File: src/rtl/core_ctrl_if.sv
`default_nettype none
// ============================================================================
// Module      : core_ctrl_if
// Description : Handshake/instruction bundle between core_ctrl and the core.
//               cycle_cnt exists only when CORE_CTRL_PERF_EN is defined.
// Revision    : 1.0 - initial release
// ============================================================================
interface core_ctrl_if;
    logic        start;
    logic        ofifo_valid;
    logic [33:0] inst;
    logic        busy;
    logic        done;
`ifdef CORE_CTRL_PERF_EN
    logic [31:0] cycle_cnt;

    modport master (output start, ofifo_valid, input inst, busy, done, cycle_cnt);
    modport slave  (input start, ofifo_valid, output inst, busy, done, cycle_cnt);
`else
    modport master (output start, ofifo_valid, input inst, busy, done);
    modport slave  (input start, ofifo_valid, output inst, busy, done);
`endif
endinterface
`default_nettype wire

File: src/rtl/core_ctrl.sv
`default_nettype none
// ============================================================================
// Module      : core_ctrl
// Description : Sequences weight load, activation execute and psum drain for
//               every kernel position; CORE_CTRL_PERF_EN adds a busy counter.
// Revision    : 1.0 - initial release
// ============================================================================
module core_ctrl #(
    parameter int          ROW     = 8,
    parameter int          COL     = 8,
    parameter int          LEN_KIJ = 9,
    parameter int          LEN_NIJ = 36,
    parameter logic [10:0] W_BASE  = 11'd1024,
    parameter logic [10:0] P_BASE  = 11'd0
) (
    input  wire logic  clk,
    input  wire logic  reset,
    core_ctrl_if.slave bus
);
    localparam logic [33:0] c_idle_word = 34'h1_800C_0000;
    localparam logic [15:0] c_col       = 16'(COL);
    localparam logic [15:0] c_wait      = 16'(ROW + COL);
    localparam logic [15:0] c_nij       = 16'(LEN_NIJ);
    localparam logic [15:0] c_kij       = 16'(LEN_KIJ);

    typedef enum logic [3:0] {
        S_IDLE   = 4'd0,
        S_W_RD   = 4'd1,
        S_W_LD   = 4'd2,
        S_W_WAIT = 4'd3,
        S_X_RD   = 4'd4,
        S_X_EX   = 4'd5,
        S_DRAIN  = 4'd6,
        S_NEXT   = 4'd7,
        S_DONE   = 4'd8
    } state_t;

    state_t      r_state, w_state_nxt;
    logic [15:0] r_kij, w_kij_nxt;
    logic [15:0] r_t, w_t_nxt;
    logic [15:0] r_pops, w_pops_nxt;
    logic [15:0] r_wrs, w_wrs_nxt;
    logic [33:0] r_inst, w_inst;
    logic        r_busy;
    logic        r_done;

    always_comb begin
        w_state_nxt = r_state;
        w_kij_nxt   = r_kij;
        w_t_nxt     = r_t + 16'd1;
        w_pops_nxt  = r_pops;
        w_wrs_nxt   = r_wrs;
        w_inst      = c_idle_word;

        // Whatever xmem returned for last cycle's read is captured into L0 now.
        w_inst[2] = ~r_inst[19];

        // A pop made visible last cycle turns into a pmem write this cycle.
        if (r_inst[6]) begin
            w_inst[33]    = (r_kij != 16'd0);
            w_inst[32]    = 1'b0;
            w_inst[31]    = 1'b0;
            w_inst[30:20] = P_BASE + r_wrs[10:0];
            w_wrs_nxt     = r_wrs + 16'd1;
        end

        if ((r_state == S_X_EX || r_state == S_DRAIN) && bus.ofifo_valid && (r_pops < c_nij)) begin
            w_inst[6]  = 1'b1;
            w_pops_nxt = r_pops + 16'd1;
        end

        case (r_state)
            S_IDLE: begin
                w_t_nxt = '0;
                if (bus.start) begin
                    w_state_nxt = S_W_RD;
                    w_kij_nxt   = '0;
                    w_pops_nxt  = '0;
                    w_wrs_nxt   = '0;
                end
            end
            S_W_RD: begin
                if (r_t < c_col) begin
                    w_inst[19]   = 1'b0;
                    w_inst[17:7] = W_BASE + 11'(r_kij * c_col) + r_t[10:0];
                end else begin
                    w_state_nxt = S_W_LD;
                    w_t_nxt     = '0;
                end
            end
            S_W_LD: begin
                w_inst[3] = 1'b1;
                w_inst[0] = 1'b1;
                if (r_t == c_col - 16'd1) begin
                    w_state_nxt = S_W_WAIT;
                    w_t_nxt     = '0;
                end
            end
            S_W_WAIT: begin
                if (r_t == c_wait - 16'd1) begin
                    w_state_nxt = S_X_RD;
                    w_t_nxt     = '0;
                end
            end
            S_X_RD: begin
                if (r_t < c_nij) begin
                    w_inst[19]   = 1'b0;
                    w_inst[17:7] = r_t[10:0];
                end else begin
                    w_state_nxt = S_X_EX;
                    w_t_nxt     = '0;
                end
            end
            S_X_EX: begin
                w_inst[3] = 1'b1;
                w_inst[1] = 1'b1;
                if (r_t == c_nij - 16'd1) begin
                    w_state_nxt = S_DRAIN;
                    w_t_nxt     = '0;
                end
            end
            S_DRAIN: begin
                if (r_wrs == c_nij) begin
                    w_state_nxt = S_NEXT;
                end
            end
            S_NEXT: begin
                w_t_nxt    = '0;
                w_pops_nxt = '0;
                w_wrs_nxt  = '0;
                if (r_kij == c_kij - 16'd1) begin
                    w_state_nxt = S_DONE;
                end else begin
                    w_kij_nxt   = r_kij + 16'd1;
                    w_state_nxt = S_W_RD;
                end
            end
            S_DONE: begin
                w_state_nxt = S_IDLE;
            end
            default: begin
                w_state_nxt = S_IDLE;
            end
        endcase
    end

    always_ff @(posedge clk or negedge reset) begin
        if (!reset) begin
            r_state <= S_IDLE;
            r_kij   <= '0;
            r_t     <= '0;
            r_pops  <= '0;
            r_wrs   <= '0;
            r_inst  <= c_idle_word;
            r_busy  <= 1'b0;
            r_done  <= 1'b0;
        end else begin
            r_state <= w_state_nxt;
            r_kij   <= w_kij_nxt;
            r_t     <= w_t_nxt;
            r_pops  <= w_pops_nxt;
            r_wrs   <= w_wrs_nxt;
            r_inst  <= w_inst;
            r_busy  <= (w_state_nxt != S_IDLE) && (w_state_nxt != S_DONE);
            r_done  <= (w_state_nxt == S_DONE);
        end
    end

    assign bus.inst = r_inst;
    assign bus.busy = r_busy;
    assign bus.done = r_done;

`ifdef CORE_CTRL_PERF_EN
    logic [31:0] r_cycle_cnt;

    always_ff @(posedge clk or negedge reset) begin
        if (!reset) begin
            r_cycle_cnt <= '0;
        end else if (r_state == S_IDLE && bus.start) begin
            r_cycle_cnt <= '0;
        end else if (r_busy) begin
            r_cycle_cnt <= r_cycle_cnt + 32'd1;
        end
    end

    assign bus.cycle_cnt = r_cycle_cnt;
`endif
endmodule
`default_nettype wire

File: src/flat_wrapper.sv
// flat-port wrapper written by rule: the top's interface ports become plain ports
module core_ctrl_flat 
#(
    parameter int          ROW     = 8,
    parameter int          COL     = 8,
    parameter int          LEN_KIJ = 9,
    parameter int          LEN_NIJ = 36,
    parameter logic [10:0] W_BASE  = 11'd1024,
    parameter logic [10:0] P_BASE  = 11'd0
)
  (clk, reset, bus_start, bus_ofifo_valid, bus_inst, bus_busy, bus_done);
  core_ctrl_if bus_i ();
  input  wire logic clk;
  input  wire logic reset;
  input wire logic [$bits(bus_i.start)-1:0] bus_start;
  input wire logic [$bits(bus_i.ofifo_valid)-1:0] bus_ofifo_valid;
  output wire logic [$bits(bus_i.inst)-1:0] bus_inst;
  output wire logic [$bits(bus_i.busy)-1:0] bus_busy;
  output wire logic [$bits(bus_i.done)-1:0] bus_done;
  assign bus_i.start = bus_start;
  assign bus_i.ofifo_valid = bus_ofifo_valid;
  assign bus_inst = bus_i.inst;
  assign bus_busy = bus_i.busy;
  assign bus_done = bus_i.done;
  core_ctrl #(.ROW(ROW), .COL(COL), .LEN_KIJ(LEN_KIJ), .LEN_NIJ(LEN_NIJ), .W_BASE(W_BASE), .P_BASE(P_BASE)) u_core (.clk(clk), .reset(reset), .bus(bus_i));
endmodule
File: config.mk
export PLATFORM = sky130hd
export DESIGN_NAME = core_ctrl_flat
export DESIGN_NICKNAME = d
export VERILOG_FILES = /design/src/rtl/core_ctrl_if.sv /design/src/rtl/core_ctrl.sv /design/src/flat_wrapper.sv
export SDC_FILE = /design/constraint.sdc
export NUM_CORES = 1
export LEC_CHECK = 0
export ABC_AREA = 1
export ABC_CLOCK_PERIOD_IN_PS = 4500
export BUFFER_PORTS_ARGS = -buffer_cell sky130_fd_sc_hd__buf_2
export CORE_MARGIN = 2
export CORE_UTILIZATION = 40
export DETAILED_ROUTE_END_ITERATION = 12
export MAX_ROUTING_LAYER = met4
export SLEW_MARGIN = 20
export SYNTH_ARGS = -nofsm -noshare
export SYNTH_HDL_FRONTEND = slang
export SYNTH_SLANG_ARGS = --single-unit
File: constraint.sdc
create_clock -name clk -period 4.5 [get_ports clk]
set_clock_uncertainty 0.2 [all_clocks]
set_input_delay 0.9 -clock clk [delete_from_list [all_inputs] [get_ports clk]]
set_output_delay 0.9 -clock clk [all_outputs]
set_load 0.1 [all_outputs]
Word level (Yosys, flattened, before mapping)
Cells that the tools add are included.

Equality and inequality tests: 16. Muxes and demuxes: 35. Add/sub/neg operators: 6. Reductions and logical operators: 11. Magnitude comparators: 3. Bitwise gates (word level): 1.

Operators by type and width (number): 16-bit 2-to-1 mux (11); 16-bit case mux with 2 select lines (3); 16-bit case mux with 6 select lines (1); 16-bit by 1-bit adder with 16-bit output (second input constant) (4); 16-bit by 4-bit equality test with 1-bit output (second input constant) (2); 16-bit by 6-bit equality test with 1-bit output (second input constant) (2); 16-bit by 6-bit less-than comparator with 1-bit output (second input constant) (2); 4-bit 2-to-1 mux (8); 4-bit case mux with 8 select lines (1); 11-bit 2-to-1 mux (2); 11-bit case mux with 2 select lines (1); 16-bit by 3-bit equality test with 1-bit output (second input constant) (1); 4-bit by 3-bit equality test with 1-bit output (second input constant) (4); 16-bit by 4-bit less-than comparator with 1-bit output (second input constant) (1); 16-bit nonzero test (1); 14-bit 2-to-1 mux (1); 11-bit adder (1); 11-bit adder (first input constant) (1); 4-bit by 2-bit equality test with 1-bit output (second input constant) (2); 1-bit 2-to-1 mux (6); 4-bit by 1-bit equality test with 1-bit output (second input constant) (1); 4-bit equality test (second input constant) (1); 4-bit zero test (1); 2-bit inequality test (second input constant) (2); 9 further kinds (12).

Output and inout port bits: 36. Register bits after elaboration: 101. Word-level logic and storage cells: 80. Bits of input ports: 4.

Depth between registers and ports, before layout
Depth in word-level cells: 7. Mapped depth: 11. Gate-level depth less buffers: 11.

Worst setup path after synthesis
No wires, ideal clock.

Path kind: reg-to-output. Start: register u_core.r_inst[32] (netlist: u_core.bus.inst[32]). End: output port bus_inst[32]. Required time: 3400 ps. Data arrival time: 1217 ps. Cell stages (with the launch flop): 2. Buffers on the path: 1. Setup slack: 2183 ps. Cells stage by stage: dfstp_2 buf_4.

RTL lines: start: declaration (line core_ctrl.sv:43) `logic [33:0] r_inst, w_inst;`; start signal: assignment (line core_ctrl.sv:154) `r_inst <= c_idle_word;`; start signal: assignment (line core_ctrl.sv:163) `r_inst <= w_inst;`; end: declaration (line flat_wrapper.sv:17) `output wire logic [$bits(bus_i.inst)-1:0] bus_inst;`.

No word-level cell between the ends.

Final worst setup path
Start: register u_core.r_inst[6] (netlist: u_core.bus.inst[6]). End: output port bus_inst[6].

No word-level cell between the ends.

==> metrics.md <==
| Metric | Value |
|---|---|
| Crit-path cells | buf_2 |
| Crit path buf inv count | 1 |
| Relative slew slack | approximately 50% |
| Crit-path leading delay family | flip-flops |
| Initial antenna violation count | 0 |
| Max Cap Viol | 0 |
| Worst Path Arrival | about 1500 ps |
| Starting density of the core | 41.18% |
| Antenna-violating nets left | 0 |
| CTS sink cnt | 100 |
| DRT iter0 DRCs | 252 |
| Endpoints failing setup | 0 |
| Worst hold path type | register to register |
| Max-slew violation count | 0 |
| Sequential share of the synthesized area | about 46% |
| Min Tclk post-route | about 2600 ps |
| Max VDD drop | roughly 170 uV |
| Die Width | approximately 120 um |
| Syn_area_per_cell | about 8.4 um2 |
| F_max | ~0.39 GHz |
| Yosys reg bits | 100 |
| Grt ovf | 0 |
| Routed len/inst | about 13 um |
| Drc violations | 0 |
| Hold Fails Final Rpt | 0 |
| Pleak | roughly 3.1 nW |
| Setup TNS | 0 ps |
| Status | finished, final reports clean |
| Post_cts resized | 0 |
| Post-CTS Hold Buffers | 0 |
| Unrepaired setup endpoints after global routing | false |
| Slowest-stage cell, CP | dfrtp_1 |
| TritonCTS Buffers | 9 |
| Die Y | roughly 120 um |
| Layout area overhead | 11.70% |
| Place WS | around 2100 ps |
| Maximum clock path buffer count | 2 |
| Tot GR Track Use | 17.68% |
| Root Buffer | clkbuf_16 |
| First-pass GRT wire length | between 15,000 and 20,000 um |
| Startpoint types | register |
| H-tree Lvls | 3 |
| Via Count | between 4k and 5k |
| Final core utilization | 46.00% |
| Number of diodes | 0 |
| Share of cells above drive strength 1 | roughly 15% |
| Clk slew on worst S/H paths | ~70 ps |
| Syn Inst Count | approximately 660 |
| Full die area | ~15,000 um2 |
| HPWL Detailed | 8444 um |
| Worst setup path class | register to primary output |
| Setup Buffers After CTS | 0 |
| Vias per cell | 4.922 |
| Total Wirelength | between 10,000 and 15,000 um |
| Fillers | 1,286 |
| CTS tree | done |
| Crit-path max cell delay | roughly 610 ps |
| FP Rows | 42 |
| DR pass1 iterations | 5 |
| YS warnings | 0 |
| Vias in the first global route | roughly 4.2k |
| Netlist cell types | 40 |
| Std-Cell Core Area | around 13,000 um2 |
| Worst-Margin Slew | around 770 ps |
| Cell Area, Synth | about 5500 um2 |
| Clock Latency Late Sink | between 300 and 400 ps |
| CP Max Fanout | 14 |
| WP data required | 3400 ps |
| Power density cells | about 290 nW/um2 |
| I/O pin count | 40 |
| # nets final | 718 |
| Tcrit/Tclk final | between 50% and 60% |
| # port buffers | 36 |
| Fin worst setup slack | 1918 ps |
| Setup crit end kind | primary output |
| Largest net degree at the start of global routing | 85 |
| Routability cong. | 0.8908 |
## per-layer routing
| metal | global-route usage [%] | vias to the layer above | wire length [um] |
|---|---|---|---|
| met4 | 6.904 | 0 | 261 |
| met1 | 22.78 | 2052 | 5583 |
| li1 | - | 2166 | - |
| met5 | - | - | 0 |
| met2 | 27.42 | 66 | 5454 |
| met3 | 3.665 | 18 | 368 |
## synthesized netlist by cell type, drive strengths merged
cell type | n | area (um2)
a211oi | 1 | 7.510
o31ai | 1 | 7.510
fa | 1 | 20.02
conb | 2 | 7.510
o21a | 1 | 7.510
o22ai | 3 | 18.77
nand3 | 56 | 297.8
nor3 | 21 | 127.6
inv | 88 | 330.3
nand4 | 16 | 106.4
nor2 | 116 | 541.8
xnor2 | 7 | 61.31
buf | 11 | 107.6
a21oi | 33 | 217.7
o211ai | 1 | 7.510
o221ai | 1 | 8.760
dfstp | 2 | 52.55
a21boi | 1 | 7.510
xor2 | 20 | 175.2
o21ai | 25 | 125.1
clkinv | 1 | 5.000
nand2 | 129 | 531.8
dfrtp | 98 | 2452
ha | 20 | 250.2
## path summary, 6_finish.rpt
kind	start	end	slack [ps]	cells after the start
worst max-delay path	u_core.bus.inst[6]	bus_inst[6]	1920	1
worst min-delay path	u_core.bus.inst[19]	u_core.bus.inst[2]	240	1
worst max register to register	u_core.r_t[4]	u_core.bus.inst[15]	2200	7
worst min register to register	u_core.bus.inst[19]	u_core.bus.inst[2]	240	1
max in group asynchronous	reset	u_core.bus.inst[32]	2910	2
min in group asynchronous	reset	u_core.bus.inst[29]	390	1
## area by class of cell
cell class	instances	area (um2)	area share (%)
sequential	100	2505	40.96
multi-input combinational	456	2531	41.39
timing repair buffer	37	193.9	3.171
tap	176	220.2	3.601
clock buffer	10	239.0	3.908
inverter	89	335.3	5.483
clock inverter	6	91.34	1.493
## cell families (layout without fill, tap and decap cells)
kind of cell	Yosys count	in the layout	share of synthesized area [%]
compound gates	67	67	7.450
xor+xnor	27	27	4.319
fa+ha+maj	21	21	4.936
buf+inv	100	142	8.089
flops	100	100	45.75
other cells	2	3	0.1372
simple gates	338	338	29.32
## cell usage in the layout (no fill, tap or decap), drive strengths merged, types with 3 or more instances in the layout
cell | Yosys | layout
nor3 | 21 | 21
xor2 | 20 | 20
clkbuf | 0 | 10
nand4 | 16 | 16
conb | 2 | 3
inv | 88 | 91
ha | 20 | 20
xnor2 | 7 | 7
dfrtp | 98 | 98
nor2 | 116 | 116
nand3 | 56 | 56
a21oi | 33 | 33
buf | 11 | 37
o22ai | 3 | 3
nand2 | 129 | 129
o21ai | 25 | 25
## per-stage QoR
step                cell area, um2  hold slack (ps)  total power [mW]  std cells
finish                        6116            236.5             1.798        874
global route                  6116            255.1             1.855        874
CTS                           6112            238.4             1.815        874
detailed placement            5782            222.7            0.9489        858
global placement              5782            219.5            0.9484        858
floorplan                     5479            249.9            0.9302        656
## registers in the layout, indices dropped and copies added, names as in the netlist
register and flops:
u_core.r_wrs 16, u_core.r_t 16, u_core.bus.done 1, u_core.r_state 4
u_core.r_kij 16, u_core.bus.busy 1, u_core.bus.inst 30, u_core.r_pops 16
## where the power goes
group	switching, mW	internal (mW)
registers	0	0.898
logic	0.0294	0.00267
clock network	0.361	0.507
total	0.390	1.41
(Power assumes the default switching activity.)
